### src/rtl/uart_rx_fifo_engine_if.sv
// Bus between a UART receive engine and its consumer.
// Engine-bound: rx (serial pin), eight/pen/ohel/k (frame format and bit time), rd (pop strobe).
// Consumer-bound: rx_rdy, data, perr, ferr (show-ahead head entry), ovf (sticky), level, busy.
interface uart_rx_fifo_engine_if #(
    parameter int unsigned AW = 2
);
    localparam int unsigned KW = 19;

    logic          rx;
    logic          eight;
    logic          pen;
    logic          ohel;
    logic [KW-1:0] k;
    logic          rd;

    logic          rx_rdy;
    logic [7:0]    data;
    logic          perr;
    logic          ferr;
    logic          ovf;
    logic [AW:0]   level;
    logic          busy;

    // Driver / consumer side
    modport master (
        output rx, eight, pen, ohel, k, rd,
        input  rx_rdy, data, perr, ferr, ovf, level, busy
    );

    // Receive engine side
    modport slave (
        input  rx, eight, pen, ohel, k, rd,
        output rx_rdy, data, perr, ferr, ovf, level, busy
    );
endinterface

### src/rtl/uart_rx_fifo_engine.sv
// Serial-to-parallel UART receiver feeding a show-ahead receive FIFO.
// Ports: clk, rst_out (async, active-high), bus (slave modport of uart_rx_fifo_engine_if):
//   rx/eight/pen/ohel/k in, rd pop strobe in; rx_rdy/data/perr/ferr head entry out,
//   ovf sticky overflow out, level fill count out, busy receiver-active out.
module uart_rx_fifo_engine #(
    parameter int unsigned DEPTH = 4,
    parameter int unsigned AW    = 2
) (
    input  logic                   clk,
    input  logic                   rst_out,
    uart_rx_fifo_engine_if.slave   bus
);

    localparam int unsigned KW  = 19;
    localparam int unsigned SRW = 10;
    localparam int unsigned BCW = 4;
    localparam int unsigned LW  = AW + 1;

    typedef enum logic [1:0] {
        IDLE     = 2'd0,
        START    = 2'd1,
        RECV     = 2'd2,
        STOP_CHK = 2'd3
    } state_t;

    typedef struct packed {
        logic       perr;
        logic       ferr;
        logic [7:0] data;
    } entry_t;

    // ---------------- state ----------------
    state_t           state_q,  state_d;
    logic             rx_meta_q, rx_meta_d;
    logic             rxs_q,    rxs_d;
    logic [KW-1:0]    cyc_q,    cyc_d;
    logic [BCW-1:0]   bitcnt_q, bitcnt_d;
    logic [SRW-1:0]   sr_q,     sr_d;
    logic             eight_q,  eight_d;
    logic             pen_q,    pen_d;
    logic             ohel_q,   ohel_d;
    logic [KW-1:0]    k_q,      k_d;

    entry_t           mem_q [DEPTH];
    entry_t           mem_d [DEPTH];
    logic [AW-1:0]    wptr_q,   wptr_d;
    logic [AW-1:0]    rptr_q,   rptr_d;
    logic [LW-1:0]    level_q,  level_d;
    logic             ovf_q,    ovf_d;
    logic             rx_rdy_q, rx_rdy_d;
    entry_t           head_q,   head_d;
    logic             busy_q,   busy_d;

    // ---------------- frame decode ----------------
    logic             push;
    logic [BCW-1:0]   nb;
    logic [BCW-1:0]   par_idx;
    logic [7:0]       data_bits;
    logic             par_bit;
    logic             stop_bit;
    logic             exp_par;
    entry_t           entry;
    logic [KW-1:0]    half_m1;
    logic [KW-1:0]    full_m1;

    // Bits after start: data (7/8) + optional parity + stop
    always_comb begin
        nb        = BCW'(8) + {{(BCW-1){1'b0}}, eight_q} + {{(BCW-1){1'b0}}, pen_q};
        par_idx   = BCW'(7) + {{(BCW-1){1'b0}}, eight_q};
        data_bits = eight_q ? sr_q[7:0] : {1'b0, sr_q[6:0]};
        par_bit   = sr_q[par_idx];
        stop_bit  = sr_q[nb - BCW'(1)];
        exp_par   = (^data_bits) ^ ohel_q;
        entry.data = data_bits;
        entry.perr = pen_q & (par_bit != exp_par);
        entry.ferr = ~stop_bit;
        half_m1   = (k_q >> 1) - KW'(1);
        full_m1   = k_q - KW'(1);
    end

    // Receive FSM next-state; frame parameters are latched at start detect
    always_comb begin
        state_d   = state_q;
        rx_meta_d = bus.rx;
        rxs_d     = rx_meta_q;
        cyc_d     = cyc_q;
        bitcnt_d  = bitcnt_q;
        sr_d      = sr_q;
        eight_d   = eight_q;
        pen_d     = pen_q;
        ohel_d    = ohel_q;
        k_d       = k_q;
        push      = 1'b0;

        case (state_q)
            IDLE: begin
                if (!rxs_q) begin
                    state_d  = START;
                    cyc_d    = '0;
                    bitcnt_d = '0;
                    sr_d     = '0;
                    eight_d  = bus.eight;
                    pen_d    = bus.pen;
                    ohel_d   = bus.ohel;
                    k_d      = bus.k;
                end
            end
            START: begin
                // Mid start bit: a high line here means a glitch, not a frame
                if (cyc_q == half_m1) begin
                    cyc_d = '0;
                    if (rxs_q) begin
                        state_d = IDLE;
                    end else begin
                        state_d = RECV;
                    end
                end else begin
                    cyc_d = cyc_q + KW'(1);
                end
            end
            RECV: begin
                // One full bit time from the previous mid-bit lands on the next mid-bit
                if (cyc_q == full_m1) begin
                    cyc_d          = '0;
                    sr_d[bitcnt_q] = rxs_q;
                    bitcnt_d       = bitcnt_q + BCW'(1);
                    if (bitcnt_q == nb - BCW'(1)) begin
                        state_d = STOP_CHK;
                    end
                end else begin
                    cyc_d = cyc_q + KW'(1);
                end
            end
            STOP_CHK: begin
                push    = 1'b1;
                state_d = IDLE;
            end
            default: begin
                state_d = IDLE;
            end
        endcase

        busy_d = (state_d != IDLE);
    end

    // FIFO update and registered show-ahead head
    logic pop;
    logic full;
    logic push_ok;
    logic overflow;

    always_comb begin
        mem_d    = mem_q;
        wptr_d   = wptr_q;
        rptr_d   = rptr_q;
        level_d  = level_q;
        ovf_d    = ovf_q;
        push_ok  = 1'b0;
        overflow = 1'b0;

        pop  = bus.rd && (level_q != '0);
        full = (level_q == LW'(DEPTH));

        if (pop) begin
            rptr_d = rptr_q + AW'(1);
        end

        // When full, a same-cycle pop frees the slot the push lands in
        if (push) begin
            if (!full || pop) begin
                push_ok        = 1'b1;
                mem_d[wptr_q]  = entry;
                wptr_d         = wptr_q + AW'(1);
            end else begin
                overflow = 1'b1;
            end
        end

        case ({push_ok, pop})
            2'b10:   level_d = level_q + LW'(1);
            2'b01:   level_d = level_q - LW'(1);
            default: level_d = level_q;
        endcase

        if (overflow) begin
            ovf_d = 1'b1;
        end else if (bus.rd) begin
            ovf_d = 1'b0;
        end

        rx_rdy_d = (level_d != '0);
        head_d   = rx_rdy_d ? mem_d[rptr_d] : '0;
    end

    // State registers
    always_ff @(posedge clk or posedge rst_out) begin
        if (rst_out) begin
            state_q   <= IDLE;
            rx_meta_q <= 1'b1;
            rxs_q     <= 1'b1;
            cyc_q     <= '0;
            bitcnt_q  <= '0;
            sr_q      <= '0;
            eight_q   <= 1'b0;
            pen_q     <= 1'b0;
            ohel_q    <= 1'b0;
            k_q       <= '0;
            mem_q     <= '{default: '0};
            wptr_q    <= '0;
            rptr_q    <= '0;
            level_q   <= '0;
            ovf_q     <= 1'b0;
            rx_rdy_q  <= 1'b0;
            head_q    <= '0;
            busy_q    <= 1'b0;
        end else begin
            state_q   <= state_d;
            rx_meta_q <= rx_meta_d;
            rxs_q     <= rxs_d;
            cyc_q     <= cyc_d;
            bitcnt_q  <= bitcnt_d;
            sr_q      <= sr_d;
            eight_q   <= eight_d;
            pen_q     <= pen_d;
            ohel_q    <= ohel_d;
            k_q       <= k_d;
            mem_q     <= mem_d;
            wptr_q    <= wptr_d;
            rptr_q    <= rptr_d;
            level_q   <= level_d;
            ovf_q     <= ovf_d;
            rx_rdy_q  <= rx_rdy_d;
            head_q    <= head_d;
            busy_q    <= busy_d;
        end
    end

    assign bus.rx_rdy = rx_rdy_q;
    assign bus.data   = head_q.data;
    assign bus.perr   = head_q.perr;
    assign bus.ferr   = head_q.ferr;
    assign bus.ovf    = ovf_q;
    assign bus.level  = level_q;
    assign bus.busy   = busy_q;

endmodule
### src/flat_wrapper.sv
// flat-port wrapper written by rule: the top's interface ports become plain ports
module uart_rx_fifo_engine_flat 
#(
    parameter int unsigned DEPTH = 4,
    parameter int unsigned AW    = 2
)
  (clk, rst_out, bus_rx, bus_eight, bus_pen, bus_ohel, bus_k, bus_rd, bus_rx_rdy, bus_data, bus_perr, bus_ferr, bus_ovf, bus_level, bus_busy);
  uart_rx_fifo_engine_if #(.AW(AW)) bus_i ();
  input  logic clk;
  input  logic rst_out;
  input wire logic [$bits(bus_i.rx)-1:0] bus_rx;
  input wire logic [$bits(bus_i.eight)-1:0] bus_eight;
  input wire logic [$bits(bus_i.pen)-1:0] bus_pen;
  input wire logic [$bits(bus_i.ohel)-1:0] bus_ohel;
  input wire logic [$bits(bus_i.k)-1:0] bus_k;
  input wire logic [$bits(bus_i.rd)-1:0] bus_rd;
  output wire logic [$bits(bus_i.rx_rdy)-1:0] bus_rx_rdy;
  output wire logic [$bits(bus_i.data)-1:0] bus_data;
  output wire logic [$bits(bus_i.perr)-1:0] bus_perr;
  output wire logic [$bits(bus_i.ferr)-1:0] bus_ferr;
  output wire logic [$bits(bus_i.ovf)-1:0] bus_ovf;
  output wire logic [$bits(bus_i.level)-1:0] bus_level;
  output wire logic [$bits(bus_i.busy)-1:0] bus_busy;
  assign bus_i.rx = bus_rx;
  assign bus_i.eight = bus_eight;
  assign bus_i.pen = bus_pen;
  assign bus_i.ohel = bus_ohel;
  assign bus_i.k = bus_k;
  assign bus_i.rd = bus_rd;
  assign bus_rx_rdy = bus_i.rx_rdy;
  assign bus_data = bus_i.data;
  assign bus_perr = bus_i.perr;
  assign bus_ferr = bus_i.ferr;
  assign bus_ovf = bus_i.ovf;
  assign bus_level = bus_i.level;
  assign bus_busy = bus_i.busy;
  uart_rx_fifo_engine #(.DEPTH(DEPTH), .AW(AW)) u_core (.clk(clk), .rst_out(rst_out), .bus(bus_i));
endmodule
### config.mk
export PLATFORM = sky130hd
export DESIGN_NAME = uart_rx_fifo_engine_flat
export DESIGN_NICKNAME = d
export VERILOG_FILES = /design/src/rtl/uart_rx_fifo_engine_if.sv /design/src/rtl/uart_rx_fifo_engine.sv /design/src/flat_wrapper.sv
export SDC_FILE = /design/constraint.sdc
export NUM_CORES = 1
export LEC_CHECK = 0
export ABC_AREA = 1
export CORE_MARGIN = 4
export CORE_UTILIZATION = 25
export CTS_CLUSTER_DIAMETER = 50
export DETAILED_ROUTE_END_ITERATION = 16
export SLEW_MARGIN = 0
export SYNTH_ARGS = -nofsm -noshare
export SYNTH_HDL_FRONTEND = slang
export SYNTH_SLANG_ARGS = --single-unit
### constraint.sdc
create_clock -name clk -period 4.75 [get_ports clk]
set_input_delay 0.7125 -clock clk [delete_from_list [all_inputs] [get_ports clk]]
set_output_delay 0.7125 -clock clk [all_outputs]
set_load 0.02 [all_outputs]
---- Word-level counts from Yosys, hierarchy flattened ----
Cells that the tools add are included.
storage, ports and cells
  bits in registers ....................... 119
  output and inout bits ................... 16
  word-level logic and storage cells ...... 127
operators by class
  bitwise logic cells ..................... 6
  muxes and demuxes ....................... 42
  order comparisons ....................... 7
  reductions and logical operators ........ 17
  add/subtract/negate cells ............... 12
  equality and inequality tests ........... 12
operators with widths
  operator                                                              count
  40-bit 2-to-1 mux                                                     2
  10-bit 2-to-1 mux                                                     6
  19-bit 2-to-1 mux                                                     3
  19-bit one-hot mux with 3 select lines                                1
  40-bit bitwise mux                                                    1
  19-bit == test                                                        2
  10-bit binary-select mux with 2-bit select                            1
  10-bit demux with 2-bit select                                        1
  10-bit one-hot mux with 2 select lines                                1
  19-bit by 1-bit adder with 19-bit output, second input constant       1
  18-bit by 1-bit subtractor with 19-bit output, second input constant  1
  19-bit by 1-bit subtractor with 19-bit output, second input constant  1
  4-bit by 5-bit < comparator with 1-bit output, second input constant  3
  2-bit 2-to-1 mux                                                      6
  10-bit bitwise mux                                                    1
  1-bit 2-to-1 mux                                                      10
  3-bit nonzero test                                                    3
  1-bit binary-select mux with 4-bit select                             2
  4-bit 2-to-1 mux                                                      2
  8-bit 2-to-1 mux                                                      1
  2-bit one-hot mux with 4 select lines                                 1
  4-bit one-hot mux with 2 select lines                                 1
  8-bit parity                                                          1
  2-bit == test, second input constant                                  3
  other kinds (30)                                                      41

---- Depth between registers and ports, before layout ----
  depth after elaboration ................. 13
  depth in mapped cells ................... 19

---- Worst setup path before layout ----
Ideal clock, no wire load.
  kind .................................... input to register
  start ................................... in bus_rd
  end ..................................... reg u_core.head_q (netlist bit u_core.bus.ferr)
  library setup time ...................... 0.119 ns
  slack ................................... 2.079 ns
  path buffers ............................ 1
  data arrival time ....................... 2.552 ns
  stages on the path ...................... 13
  cells stage by stage .................... inv_1 -> nand3_1 -> nand2_1 -> ha_1 -> inv_1 -> fa_1 -> a21oi_1 -> o21ai_0 -> xor2_1 -> or3_1 -> clkbuf_1 -> nand2_1 -> nor2_1
RTL lines
  what                  RTL line                    RTL
  start, declared       flat_wrapper.sv:16          input wire logic [$bits(bus_i.rd)-1:0] bus_rd;
  end signal, assigned  uart_rx_fifo_engine.sv:214  head_q <= '0;
  end signal, assigned  uart_rx_fifo_engine.sv:233  head_q <= head_d;
  end, declared         uart_rx_fifo_engine.sv:51   entry_t head_q, head_d;

---- Final worst setup path ----
  start ................................... reg u_core.k_q[1]
  end ..................................... reg u_core.cyc_q[11]
on the way
  cells in the longest elaborated chain, start to end .. 4
  elaborated cells between the ends (all ways) .. 7
ends and longest elaborated chain
  what                                                                                                                   RTL line                                                RTL
  start, declared                                                                                                        uart_rx_fifo_engine.sv:42                               logic [KW-1:0] k_q, k_d;
  start signal, assigned                                                                                                 uart_rx_fifo_engine.sv:226                              k_q <= k_d;
  19-bit by 1-bit subtractor with 19-bit output / 18-bit by 1-bit subtractor with 19-bit output (equally long branches)  uart_rx_fifo_engine.sv:78, uart_rx_fifo_engine.sv:77
  19-bit == test (on tied branches)                                                                                      uart_rx_fifo_engine.sv:123, uart_rx_fifo_engine.sv:110
  19-bit 2-to-1 mux (on tied branches)                                                                                   uart_rx_fifo_engine.sv:123, uart_rx_fifo_engine.sv:110
  19-bit one-hot mux with 3 select lines *                                                                               uart_rx_fifo_engine.sv:95                               case (state_q)
  end signal, assigned                                                                                                   uart_rx_fifo_engine.sv:220                              cyc_q <= cyc_d;
  end, declared                                                                                                          uart_rx_fifo_engine.sv:36                               logic [KW-1:0] cyc_q, cyc_d;
Every way passes the cells marked *; elsewhere a longest branch is shown, timed or not.
A chain may end at the register's enable or synchronous reset.

==> summary.txt <==
Synth
  • Synth warnings: 0
  • Synthesized area: 7194 sq um
  • Post-Syn Instances: 969
  • Post-synthesis sequential area ratio: 41.43%
  • Syn_area_per_cell: 7.425 sq um
  • Syn_nets: 1015
  • Seq cells post-synth: 119
  • Synth async-reset ratio: 100.0%
  • EDFF count, synth: 0
  • Ys flop type: dfrtp_1
  • Synth unique cells: 48

Clocking
  • Worst skew pair latency: 0.42 ns
  • Post-CTS Resized: 0
  • TritonCTS buffer count: 17
  • CTS tree: done
  • CTS sink cnt: 119
  • CTS max path bufs: 2
  • H-tree level count: 4
  • Hold-fix buffers, CTS: 0
  • Number of setup buffers added after CTS: 0
  • Clock transition at path regs: 0.06 ns
  • Clk root buf: clkbuf_16

Global route
  • Total GRT Usage: 12.26%
  • GR Overflow Total: 0
  • Largest net degree at the start of global routing: 47
  • Antenna violations before repair: 0
  • First-pass GRT wire length: 31280 um
  • Vias in the first global route: 6081

Critical path
  • Critical Path Source Type: flip-flop
  • Setup crit end kind: flip-flop
  • Worst-case reg-to-reg path depth: 15
  • Worst Path Max Fanout: 18
  • FF-to-FF End: u_core.cyc_q[11]
  • Flop-to-flop setup slack: 1.81 ns
  • CP Class: reg2reg
  • Data required time of the worst path: 5.03 ns
  • Critical Path AT: 3.22 ns
  • Reg2reg start: u_core.k_q[1]

Layout
  • Nets: 1050
  • Most frequent cells in the layout: nand2_1, dfrtp_1, inv_1
  • # diodes: 0
  • Fill count: 3030
  • Area of the multi-input gates: 3640 sq um
  • Final Cell Area: 8543 sq um
  • Layout area overhead: 18.75%
  • Share of cells above drive strength 1: 7.972%
  • Sequential cell area: 2980 sq um
  • Commonest non-fill, non-tap cell in the layout: nand2_1

STA
  • Final setup margin: 1.811 ns
  • Fin crit share: 61.88%
  • Fmax: 0.3402 GHz
  • Relative slew slack: 41.98%
  • Endpoints failing setup: 0
  • Hold_ws: 0.3547 ns
  • Min Tclk post-route: 2.939 ns
  • Final hold violation count: 0
  • Count of pins over their slew limit: 0
  • Worst-Margin Slew: 0.8673 ns
  • Setup TNS: 0 ns
  • RSZ-0062 raised after global routing: no
  • Clock skew: 0.009798 ns

Placement
  • Pre-CTS WS: 1.430 ns
  • DP Area: 7968 sq um
  • Placer Congestion: 0.9347
  • Placed wire-length estimate: 13430 um
  • PortBufs: 41

Route
  • Final ANT Viol Nets: 0
  • DRC: 0
  • DR WL/cell: 13.21 um
  • Initial DRT Pass Iterations: 6
  • DRT Wirelength: 18410 um
  • Post-detailed-route via-to-cell ratio: 4.438
  • Iter 0 DRT Violations: 351
  • Routed via count: 6186

Die
  • Die width: 177.6 um
  • Placeable Area: 28090 sq um
  • Die Footprint: 31560 sq um
  • Die H: 177.6 um
  • Initial Util: 25.61%
  • I/O pins: 42
  • Rows: 61

Min path
  • Hold path startpoint: u_core.rx_meta_q
  • Hold Path Sink: u_core.rxs_q
  • Min-Delay Path Depth: 0
  • Worst min path class: reg2reg

Power and ir drop
  • Pleak: 3.995 nW
  • VDD IR-drop max: 0.2853 mV
  • Pwr Density: 496.3 nW/um^2

Status
  • Outcome: completed

Job
  • Max Cap Viol: 0
[worst max-delay path, stage by stage, from the launching register on]
cell,delay [ns]
dfrtp_1,0.37
inv_1,0.16
ha_1,0.33
nand2_2,0.15
nor2_1,0.28
nand2_1,0.09
nand2_1,0.08
nand2_1,0.05
nor2_1,0.08
nand3_1,0.13
nor2_1,0.14
nand3_2,0.14
o21ai_4,0.29
nand2_2,0.13
nand3_4,0.25
o21ai_0,0.13
[worst max-delay path by stage]
stage,depth (start not counted),startpoint,end
2_1_floorplan,1,rst_out,u_core.bitcnt_q[0]
3_3_place_gp,12,bus_rd,u_core.bus.perr
3_5_place_dp,12,bus_rd,u_core.bus.data[3]
4_1_cts,15,u_core.k_q[1],u_core.cyc_q[11]
5_1_grt,16,u_core.k_q[1],u_core.sr_q[7]
6_report,15,u_core.k_q[1],u_core.cyc_q[11]
[kinds of logic (layout without fill, tap and decap cells)]
| family | after synthesis | count (layout) | share of synthesized area [%] |
|---|---|---|---|
| AO/OA/AOI/OAI | 138 | 138 | 10.83 |
| multiplexers | 6 | 6 | 0.9217 |
| XOR/XNOR | 50 | 50 | 6.087 |
| buffers and inverters | 146 | 193 | 8.017 |
| adder cells (fa/ha/maj) | 20 | 20 | 3.583 |
| flip-flops | 119 | 119 | 41.43 |
| AND/OR/NAND/NOR | 490 | 490 | 29.13 |
[cell type report]
type / instances / share of cell area, %
Timing Repair Buffer: 43 / 4.979
Clock inverter: 14 / 1.757
Sequential cell: 119 / 34.89
Inverter: 119 / 5.258
Tap cell: 378 / 5.536
Multi-Input combinational cell: 704 / 42.60
Clock buffer: 17 / 4.979
[state kept, by name, indices dropped and copies added, names as in the netlist]
signal,flops
u_core.bus.ovf,1
u_core.rx_meta_q,1
u_core.wptr_q,2
u_core.rptr_q,2
u_core.bus.ferr,1
u_core.state_q,2
u_core.bus.perr,1
u_core.sr_q,10
u_core.eight_q,1
u_core.pen_q,1
u_core.cyc_q,19
u_core.bus.rx_rdy,1
u_core.k_q,19
u_core.bus.data,8
u_core.ohel_q,1
u_core.bitcnt_q,4
u_core.bus.busy,1
u_core.bus.level,3
u_core.mem_q,40
u_core.rxs_q,1
[layer usage]
| metal | track usage [%] | part of all wire, % |
|---|---|---|
| met5 | 0 | 0 |
| met3 | 2.407 | 4.2 |
| met2 | 18.56 | 44 |
| met4 | 3.481 | 1.2 |
| met1 | 17.76 | 51 |
[synth_stat cells (6+ instances only)]
cell	instances	area, sq um
nor2_2	6	37.54
o21ai_0	66	330.3
xor2_1	35	306.5
nor2_1	85	319.1
inv_1	114	427.9
dfrtp_1	117	2928
o21ai_2	11	96.34
a21oi_1	43	215.2
nand2_1	291	1092
o21ai_1	6	30.03
xnor2_1	15	131.4
nand3_1	71	355.3
ha_1	19	237.7
clkbuf_1	19	71.32
nand4_1	10	62.56
[power breakdown]
| group | total, W | switching, W | internal, W |
|---|---|---|---|
| registers | 0.00140 | 0.000210 | 0.00119 |
| clock network | 0.00127 | 0.000499 | 0.000773 |
| logic | 0.00157 | 0.00101 | 0.000561 |
[metrics by stage]
stage / total power (W) / utilization [%] / cells
after floorplan: 0.002541 / - / 969
after global placement: 0.002954 / 28.37 / 1363
after detailed placement: 0.002971 / 28.37 / 1363
after CTS: 0.004267 / 30.42 / 1394
after global routing: 0.004560 / 30.42 / 1394
final: 0.004240 / 30.42 / 1394
Power figures use the tool's default switching activity.
